File: src/rtl/instr_fetch_unit.sv
// -----------------------------------------------------------------------------
// instr_fetch_unit
//
// This is the instruction fetch stage that sits just before the decoder.
// - It owns the program counter.
// - It issues one instruction-memory request at a time, using a req/ack
//   handshake.
// - Returned words go into a small prefetch FIFO.
// - The decoder drains the FIFO through a valid/ready interface.
// - A redirect flushes the FIFO and restarts fetch at a new address. If a
//   request is still outstanding, the fetch unit first waits for its ack and
//   throws that data away.
//
// Ports
//   clk_i            clock
//   arst_ni          asynchronous active-low reset
//   boot_addr_i      first fetch address, sampled once when leaving reset
//   imem_req_o       request active at imem_addr_o
//   imem_addr_o      instruction address; held stable until imem_ack_i
//   imem_rdata_i     instruction data, valid with imem_ack_i
//   imem_ack_i       request completed this cycle
//   redirect_i       flush and refetch from redirect_addr_i
//   redirect_addr_i  redirect target
//   instr_valid_o    FIFO head valid
//   instr_ready_i    decoder accepts head this cycle
//   instr_o          head instruction word
//   instr_pc_o       address the head word was fetched from
// -----------------------------------------------------------------------------
package simple_processor_pkg;
  parameter int ADDR_WIDTH = 16;
  parameter int DATA_WIDTH = 16;
endpackage

module instr_fetch_unit #(
  parameter int MEM_ADDR_WIDTH = simple_processor_pkg::ADDR_WIDTH,
  parameter int MEM_DATA_WIDTH = simple_processor_pkg::DATA_WIDTH,
  parameter int PC_INC         = 2,
  parameter int FIFO_DEPTH     = 2
) (
  input  logic                      clk_i,
  input  logic                      arst_ni,
  input  logic [MEM_ADDR_WIDTH-1:0] boot_addr_i,
  output logic                      imem_req_o,
  output logic [MEM_ADDR_WIDTH-1:0] imem_addr_o,
  input  logic [MEM_DATA_WIDTH-1:0] imem_rdata_i,
  input  logic                      imem_ack_i,
  input  logic                      redirect_i,
  input  logic [MEM_ADDR_WIDTH-1:0] redirect_addr_i,
  output logic                      instr_valid_o,
  input  logic                      instr_ready_i,
  output logic [MEM_DATA_WIDTH-1:0] instr_o,
  output logic [MEM_ADDR_WIDTH-1:0] instr_pc_o
);

  localparam int PTR_W = $clog2(FIFO_DEPTH);
  localparam int CNT_W = PTR_W + 1;
  localparam logic [CNT_W-1:0]          DEPTH_C = CNT_W'(FIFO_DEPTH);
  localparam logic [MEM_ADDR_WIDTH-1:0] INC_C   = MEM_ADDR_WIDTH'(PC_INC);

  typedef enum logic [1:0] {
    S_BOOT,
    S_FETCH,
    S_STALL,
    S_DRAIN
  } state_e;

  state_e                    state_q, state_d;
  logic [MEM_ADDR_WIDTH-1:0] pc_q, pc_d;
  logic [MEM_ADDR_WIDTH-1:0] tgt_q, tgt_d;
  logic                      req_q, req_d;
  logic [CNT_W-1:0]          cnt_q, cnt_d;
  logic [PTR_W-1:0]          wr_ptr_q, wr_ptr_d;
  logic [PTR_W-1:0]          rd_ptr_q, rd_ptr_d;
  logic [MEM_DATA_WIDTH-1:0] fifo_data_q [FIFO_DEPTH];
  logic [MEM_DATA_WIDTH-1:0] fifo_data_d [FIFO_DEPTH];
  logic [MEM_ADDR_WIDTH-1:0] fifo_pc_q   [FIFO_DEPTH];
  logic [MEM_ADDR_WIDTH-1:0] fifo_pc_d   [FIFO_DEPTH];

  logic ack_fire;
  logic flush;
  logic push;
  logic pop;
  logic valid;

  assign valid    = (cnt_q != '0);
  // An ack that arrives while no request is active has no meaning, so it is ignored.
  assign ack_fire = req_q & imem_ack_i;
  // Redirect is meaningless before the PC has been loaded from boot_addr_i.
  assign flush    = redirect_i & (state_q != S_BOOT);
  assign push     = ack_fire & (state_q == S_FETCH) & ~flush;
  assign pop      = valid & instr_ready_i & ~flush;

  always_comb begin
    state_d     = state_q;
    pc_d        = pc_q;
    tgt_d       = tgt_q;
    wr_ptr_d    = wr_ptr_q;
    rd_ptr_d    = rd_ptr_q;
    fifo_data_d = fifo_data_q;
    fifo_pc_d   = fifo_pc_q;

    if (flush) begin
      cnt_d    = '0;
      wr_ptr_d = '0;
      rd_ptr_d = '0;
    end else begin
      cnt_d = cnt_q + CNT_W'(push) - CNT_W'(pop);
      if (push) begin
        fifo_data_d[wr_ptr_q] = imem_rdata_i;
        fifo_pc_d[wr_ptr_q]   = pc_q;
        wr_ptr_d              = wr_ptr_q + PTR_W'(1);
      end
      if (pop) begin
        rd_ptr_d = rd_ptr_q + PTR_W'(1);
      end
    end

    unique case (state_q)
      S_BOOT: begin
        pc_d    = boot_addr_i;
        state_d = S_FETCH;
      end
      S_FETCH: begin
        if (flush) begin
          if (ack_fire) begin
            // The word for the old path arrived together with the redirect.
            // Drop it and start the new path straight away.
            pc_d = redirect_addr_i;
          end else begin
            tgt_d   = redirect_addr_i;
            state_d = S_DRAIN;
          end
        end else if (ack_fire) begin
          pc_d    = pc_q + INC_C;
          state_d = (cnt_d < DEPTH_C) ? S_FETCH : S_STALL;
        end
      end
      S_STALL: begin
        if (flush) begin
          pc_d    = redirect_addr_i;
          state_d = S_FETCH;
        end else if (cnt_d < DEPTH_C) begin
          state_d = S_FETCH;
        end
      end
      S_DRAIN: begin
        // The redirected request is still in flight. Keep it stable until it
        // completes, then throw its data away. The newest target wins.
        if (flush) begin
          tgt_d = redirect_addr_i;
        end
        if (ack_fire) begin
          pc_d    = flush ? redirect_addr_i : tgt_q;
          state_d = S_FETCH;
        end
      end
      default: state_d = S_BOOT;
    endcase

    req_d = (state_d == S_FETCH) || (state_d == S_DRAIN);
  end

  always_ff @(posedge clk_i or negedge arst_ni) begin
    if (!arst_ni) begin
      state_q  <= S_BOOT;
      pc_q     <= '0;
      tgt_q    <= '0;
      req_q    <= 1'b0;
      cnt_q    <= '0;
      wr_ptr_q <= '0;
      rd_ptr_q <= '0;
      for (int i = 0; i < FIFO_DEPTH; i++) begin
        fifo_data_q[i] <= '0;
        fifo_pc_q[i]   <= '0;
      end
    end else begin
      state_q     <= state_d;
      pc_q        <= pc_d;
      tgt_q       <= tgt_d;
      req_q       <= req_d;
      cnt_q       <= cnt_d;
      wr_ptr_q    <= wr_ptr_d;
      rd_ptr_q    <= rd_ptr_d;
      fifo_data_q <= fifo_data_d;
      fifo_pc_q   <= fifo_pc_d;
    end
  end

  // The PC register is the request address. It only advances on an ack, so
  // the address stays stable while a request waits for its ack.
  assign imem_req_o    = req_q;
  assign imem_addr_o   = pc_q;
  assign instr_valid_o = valid;
  assign instr_o       = fifo_data_q[rd_ptr_q];
  assign instr_pc_o    = fifo_pc_q[rd_ptr_q];

endmodule

File: config.mk
export PLATFORM = sky130hd
export DESIGN_NAME = instr_fetch_unit
export DESIGN_NICKNAME = d
export VERILOG_FILES = /design/src/rtl/instr_fetch_unit.sv
export SDC_FILE = /design/constraint.sdc
export NUM_CORES = 1
export LEC_CHECK = 0
export BUFFER_PORTS_ARGS = -buffer_cell sky130_fd_sc_hd__buf_4
export CAP_MARGIN = 20
export CORE_MARGIN = 3
export CORE_UTILIZATION = 54
export CTS_BUF_LIST = sky130_fd_sc_hd__clkbuf_2 sky130_fd_sc_hd__clkbuf_4 sky130_fd_sc_hd__clkbuf_8
export CTS_CLUSTER_DIAMETER = 150
export DETAILED_ROUTE_END_ITERATION = 8
export HOLD_SLACK_MARGIN = 0.06
export PLACE_DENSITY_LB_ADDON = 0.15
export SETUP_SLACK_MARGIN = 0.5
export SLEW_MARGIN = 30
export SYNTH_ARGS = -nofsm -noshare
export SYNTH_HDL_FRONTEND = slang
export SYNTH_SLANG_ARGS = --single-unit
File: constraint.sdc
create_clock -name clk_i -period 3 [get_ports clk_i]
set_clock_uncertainty 0.1 [all_clocks]
set_input_delay 0.3 -clock clk_i [delete_from_list [all_inputs] [get_ports clk_i]]
set_output_delay 0.3 -clock clk_i [all_outputs]
set_load 0.05 [all_outputs]
## Word level (Yosys, flattened, before mapping)

Index checks and enable logic that the tools add are counted.

- Bitwise operators: 9
- Add/subtract/negate cells: 5
- Reductions and logical operators: 11
- Equality and inequality tests: 10
- Magnitude comparators: 4
- Mux-type cells: 33

Operator list:

| kind | count |
|---|---|
| $mux W16 | 15 |
| $bwmux W32 | 2 |
| $pmux W16 S4 | 1 |
| $pmux W16 S2 | 1 |
| $add A16 B2 Y16 const B | 1 |
| $demux W16 S1 | 1 |
| $mux W2 | 8 |
| $ne A2 B2 Y1 const B | 5 |
| $reduce_bool A2 Y1 | 5 |
| $pmux W2 S4 | 1 |
| $and A1 B1 Y1 | 6 |
| $eq A2 B2 Y1 const B | 3 |
| $reduce_and A3 Y1 | 2 |
| $eq A2 B1 Y1 const B | 2 |
| $ge A2 B2 Y1 const B | 2 |
| $mux W1 | 4 |
| $not A1 Y2 | 2 |
| $add A1 B1 Y1 const B | 2 |
| $add A2 B1 Y2 | 1 |
| $logic_not A2 Y1 | 1 |
| $lt A2 B1 Y1 const B | 1 |
| $lt A2 B2 Y1 const B | 1 |
| $reduce_and A2 Y1 | 1 |
| $sub A2 B1 Y2 | 1 |
| other kinds (3) | 3 |

- Input port bits: 53
- Register bits: 103

## Depth between registers and ports, before layout

- Depth in word-level cells: 14
- Depth in mapped cells: 11

## Worst setup path before layout

Ideal clock, no wire load.

- Kind: register to register
- Start point: register cnt_q[1]
- End point: register state_q[1]
- Data arrival time: 2.114 ns
- Setup slack: 0.704 ns
- Setup time: 0.083 ns
- Buffers on the path: 0
- Stages on the path, launching flop included: 11
- Cells stage by stage: dfrtp_1 > or2_2 > nand2_1 > nor2_1 > ha_1 > inv_1 > ha_1 > xor2_1 > xnor2_1 > or3_1 > o21ai_0

- Cells in the longest elaborated chain, start to end: 10
- Elaborated cells between the ends (all ways): 13
- Classes of those cells: 2 x add/sub; 1 x order compare; 7 x mux; 2 x bitwise; 1 x reduce/logical

RTL lines:

| element | RTL line | source |
|---|---|---|
| start: declaration | 71 | `logic [CNT_W-1:0] cnt_q, cnt_d;` |
| start signal: assignment | 181 | `cnt_q <= cnt_d;` |
| $reduce_bool A2 Y1 * | 85 | `assign valid = (cnt_q != '0);` |
| named net instr_valid_o | 49 | `output logic instr_valid_o,` |
| $and A1 B1 Y1 * (2 in a row) | 91 | `assign pop = valid & instr_ready_i & ~flush;` |
| $sub A2 B1 Y2 * | 107 | `cnt_d = cnt_q + CNT_W'(push) - CNT_W'(pop);` |
| $mux W2 * | 102 | `if (flush) begin` |
| $lt A2 B2 Y1 * | 135, 142 |  |
| $mux W2 | 135 | `state_d = (cnt_d < DEPTH_C) ? S_FETCH : S_STALL;` |
| $mux W2 | 133 | `end else if (ack_fire) begin` |
| $mux W2 | 124 | `if (flush) begin` |
| $pmux W2 S4 * | 118 | `unique case (state_q)` |
| named net state_d[1] | 67 | `state_e state_q, state_d;` |
| end signal: assignment | 177 | `state_q <= state_d;` |
| end: declaration | 67 |  |

The timed path passes the listed nets; every way through them passes the cells marked *.
A chain may end at the register's enable or synchronous reset.

## Final worst setup path

- Start point: register cnt_q[1]
- End point: register state_q[1]

- Cells in the longest elaborated chain, start to end: 10
- Elaborated cells between the ends (all ways): 13
- Classes of those cells: 2 x add/sub; 1 x order compare; 7 x mux; 2 x bitwise; 1 x reduce/logical

RTL lines:

| element | RTL line |
|---|---|
| $reduce_bool A2 Y1 | 85 |
| $and A1 B1 Y1 (2 in a row) | 91 |
| $sub A2 B1 Y2 * | 107 |
| $mux W2 * | 102 |
| $lt A2 B2 Y1 * | 135, 142 |
| $mux W2 | 135 |
| $mux W2 | 133 |
| $mux W2 | 124 |
| $pmux W2 S4 * | 118 |
| named net state_d[1] | 67 |

Marks and branches as above.

==> results.md <==
- The layout has 722 filler cells.
- The number of nets in the synthesized netlist is 491.
- The multiplexer area fraction after synthesis is 26.6%.
- The number of antenna violations at the first check in global routing is 0.
- In the final timing run, aggregate negative setup slack is 0 ns.
- The synthesized netlist contains 56 unique library cells.
- The number of flops mapped to enable cells by yosys is 0.
- The largest single stage delay on the critical path is 0.40 ns.
- The critical path goes through or2_2 > nand2_1 > nor2_1 > ha_1 > inv_1 > ha_1 > xor2_1 > xnor2_1 > or3_1 > o21ai_0.
- In the synthesized netlist, the number of instances is 435.
- The via count is 3,936.
- Of the total power, the clock network draws 14.7%.
- In the final layout, the share of cells above drive strength 1 is 39.9%.
- In this run, placement finished with an instance count of 653.
- The simple-gate share of the synthesized area is 8.84%.
- The share of the synthesized area in compound gates (AO/OA/AOI/OAI) is 10.4%.
- The core region is 9460 um2.
- Dividing the synthesized area by the synthesized cell count gives 12.3 um2.
- The die footprint is 11,200 um2.
- The buffering stage count on the worst path with inverters included is 1.
- Measured against its own limit, the worst slew margin works out to 55.4%.
- The count of final hold-check violations is 0.
- After detailed routing, the average wire length per cell comes to 18.2 um.
- In this run the most critical hold path is launched from redirect_addr_i[9].
- The total congestion overflow is 0.
- For the worst flop-to-flop path, the logic depth is 10.
- The total routing usage reported by global routing is 22.9%.
- The clock passes through at most 2 buffers.
- The number of input and output port buffers inserted is 102.
- In the routed layout, each cell is associated on average with a via count of 5.72.
- The via count of the first global-routing pass is 4,078.
- The CTS tree is done.
- The startpoint identified for the worst register-to-register timing path is cnt_q[1]$_DFF_PN0_.
- The final critical-path share of the clock period is 76.0%.
- The flow ran to the end, and the final reports show no timing, DRC or antenna violations.
- The final HPWL from detailed placement is 8770 um.
- The critical path crosses 10 cells after its start point.
- Setup repair after global routing left no endpoint under its margin.
- In this run, synthesis produced a sequential element count of 103.
- The first-pass GRT wire length is 20,500 um.
- The number of sinks on the clock net is 103.
- At the worst endpoint, the required time is 3.19 ns.
- Yosys printed 0 warnings.
- For this block, the initial DRC count from the detailed router was 185.
- The cell with the biggest individual delay on the critical path is sky130_fd_sc_hd__dfrtp_1.
- The die width is 106 um.
- The sequential group share of total power is 35.9%.
- Relative to the synthesized area, the layout overhead comes to 23.7%.
- The mapped netlist covers 5360 um2.
- The total wire length is 12,500 um.
- The largest fanout on the critical path is 3.
- The worst-case vdd ir drop is 411 uV.
- The number of core rows is 35.
- Static timing analysis puts the maximum clock frequency at 439 MHz.
- The combinational group share of total power is 49.4%.
- The root buffer selected by CTS is sky130_fd_sc_hd__clkbuf_8.
- The critical path data arrival time is 2.47 ns.
- In this run switching power makes up 42.9% of total power.
- The fraction of registers with async set/reset is 100%.
- Along the worst hold path, the cell count comes to 2.
- The kind of end point of the critical path is a flop.
- After synthesis, the largest family of logic cells by area is multiplexers.
- The final weighted congestion of routability-driven global placement is 0.919.
- The total count of max-transition violations in the final report is 0.
- The worst path needs 2.28 ns of the cycle, external delays included.
- The later-pin clock latency in the skew report is 0.37 ns.
- At the pin with the least slew margin, the transition time is 0.669 ns.
- The power density normalized to cell area is 979 nW/um2.
- The internal portion of total power is 3.71 mW.
- For this design the total switching power over the nets is 2.78 mW.
- For this configuration, the core starts out at a cell density of 56.7%.
- The count of cells in the finished layout, fillers not included, comes to 688.
- Entering global routing, the biggest net connects 75 pins.
- The number of nets with antenna violations after routing is 0.
- The number of remaining DRC errors is 0.
- The worst setup slack for register-to-register paths is 0.72 ns.
- The vertical die dimension is 106 um.
- The critical path startpoint category is a flop.
- The number of setup violations in the final report is 0.
- The first detailed-routing pass ran for 6 iterations.
- The max-capacitance violation count is 0.
- The critical register-to-register path endpoint is state_q[1]$_DFF_PN0_.
- The leakage power of the design is 3.11 nW.
- The number of top-level design ports is 103.
- The count of antenna diodes in the layout is 0.
- The worst hold-check path type is primary input to flop.
- The share of the synthesized netlist area taken by xor and xnor gates is 1.31%.
- The sequential share of the synthesized area is 48.1%.
- Broken down by cell family, the worst path's largest delay share belongs to simple AND/OR/NAND/NOR gates.
- In this run the number of H-tree levels came out at 3.
- The clock edge transition at the registers on the reported setup and hold paths is 0.10 ns.
- The start-to-end type of the worst setup path is flop to flop.
- Among all flip-flop cells after synthesis, the most frequent one is sky130_fd_sc_hd__dfrtp_1.
- The post-layout net count is 611.
- The library cell appearing most often on the critical path is sky130_fd_sc_hd__ha_1.
- For hold timing, the worst endpoint is tgt_q[9]$_DFFE_PN0P_.
- TritonCTS created 9 clock buffers.
- The adder-cell share of the synthesized area is 0.700%.
state kept, by name (all words and copies together), names as in the netlist:
| signal | flops |
|---|---|
| cnt_q | 2 |
| fifo_data_q | 32 |
| fifo_pc_q | 32 |
| imem_addr_o | 16 |
| imem_req_o | 1 |
| rd_ptr_q | 1 |
| state_q | 2 |
| tgt_q | 16 |
| wr_ptr_q | 1 |
power groups by stage:
stage               clock network [mW]  logic, mW  registers (mW)
CTS                              0.982       3.22            2.33
floorplan                            0       2.19            2.45
global placement                     0       3.14            2.32
detailed placement                   0       3.19            2.36
finish                           0.952       3.21            2.33
global route                      1.05       3.38            2.41
cell usage in the layout (no fill, tap or decap), drive strengths merged, types with 3 or more instances in the layout:
master         n
nand2         24
ha             3
nand2b         7
nor2b          4
dlygate4sd3   19
mux2         109
a21o           3
nand4          4
o221ai         4
a221oi         5
xor2           4
and3           6
dfrtp        103
o32ai          4
clkbuf         9
nor2          28
o21ai         19
inv           10
a222oi         3
a22o           6
mux2i          8
nand3          7
xnor2          4
buf          117
nor3           3
a21oi         17
kinds of logic (layout without fill, tap and decap cells):
family                     after synthesis  after routing
and+or+nand+nor                         88             88
adders and majority gates                3              3
DFF                                    103            103
xor gates and xnor gates                 8              8
muxes                                  117            117
AOI/OAI and AO/OA                       80             80
buffers and inverters                   36            160
stage by stage:
step,setup WS [ns],instance area [um2],utilization [%],hold WS [ns],power [mW]
after floorplan,0.704,5360,-,-0.0956,4.64
after global placement,0.609,6210,65.7,0.357,5.46
after detailed placement,0.520,6210,65.7,0.371,5.54
after CTS,0.639,6610,69.9,0.0612,6.53
after global routing,0.550,6630,70.1,0.0640,6.84
final,0.720,6630,70.1,0.0756,6.49
routing by layer:
| layer | vias up | track usage [%] | share of wire, % |
|---|---|---|---|
| met4 | 0 | 7.49 | 2.2 |
| met5 | - | 0 | 0 |
| met3 | 25 | 5.82 | 5.7 |
| met2 | 145 | 37.7 | 49 |
| li1 | 1834 | - | - |
| met1 | 1932 | 29.7 | 43 |
cells in the mapped netlist (all sizes together) (5+ instances only):
cell type  number  share of area [%]
mux2          109                 25
buf            19                2.8
inv             9               0.63
nor2           28                2.2
nand2          24                1.7
a221oi          5               0.93
nand2b          7               0.96
nand3           7               0.75
clkbuf          8               0.56
o21ai          19                1.8
mux2i           8                1.5
a21oi          17                1.6
and3            6               0.70
a22o            6               0.98
dfrtp         103                 48
what timing repair did:
item | CTS | global route
cloned | 0 | 0
setup buffers | 0 | 1
setup endpoints to repair | 1 | 3
hold buffers | 18 | 1
endpoints found under the hold margin | 103 | 1
resized for setup | 1 | 0
layout make-up:
cell class,instances,area [um2],area share (%)
clock buffers,9,124,1.87
flip-flops and latches,103,2580,38.9
inverters,9,33.8,0.509
well taps,129,161,2.43
multi-input cells,296,2570,38.7
clock inverters,6,95.1,1.43
repair buffers,136,1070,16.2
worst max path at each step:
stage                          from                    to  slack (ns)
3_5_place_dp             redirect_i  state_q[1]$_DFF_PN0_        0.52
5_1_grt        state_q[1]$_DFF_PN0_  state_q[1]$_DFF_PN0_        0.55
6_report         cnt_q[1]$_DFF_PN0_  state_q[1]$_DFF_PN0_        0.72
3_3_place_gp             redirect_i  state_q[1]$_DFF_PN0_        0.61
4_1_cts        state_q[0]$_DFF_PN0_  state_q[1]$_DFF_PN0_        0.64
2_1_floorplan    cnt_q[1]$_DFF_PN0_  state_q[1]$_DFF_PN0_        0.70
Power figures use the tool's default switching activity.
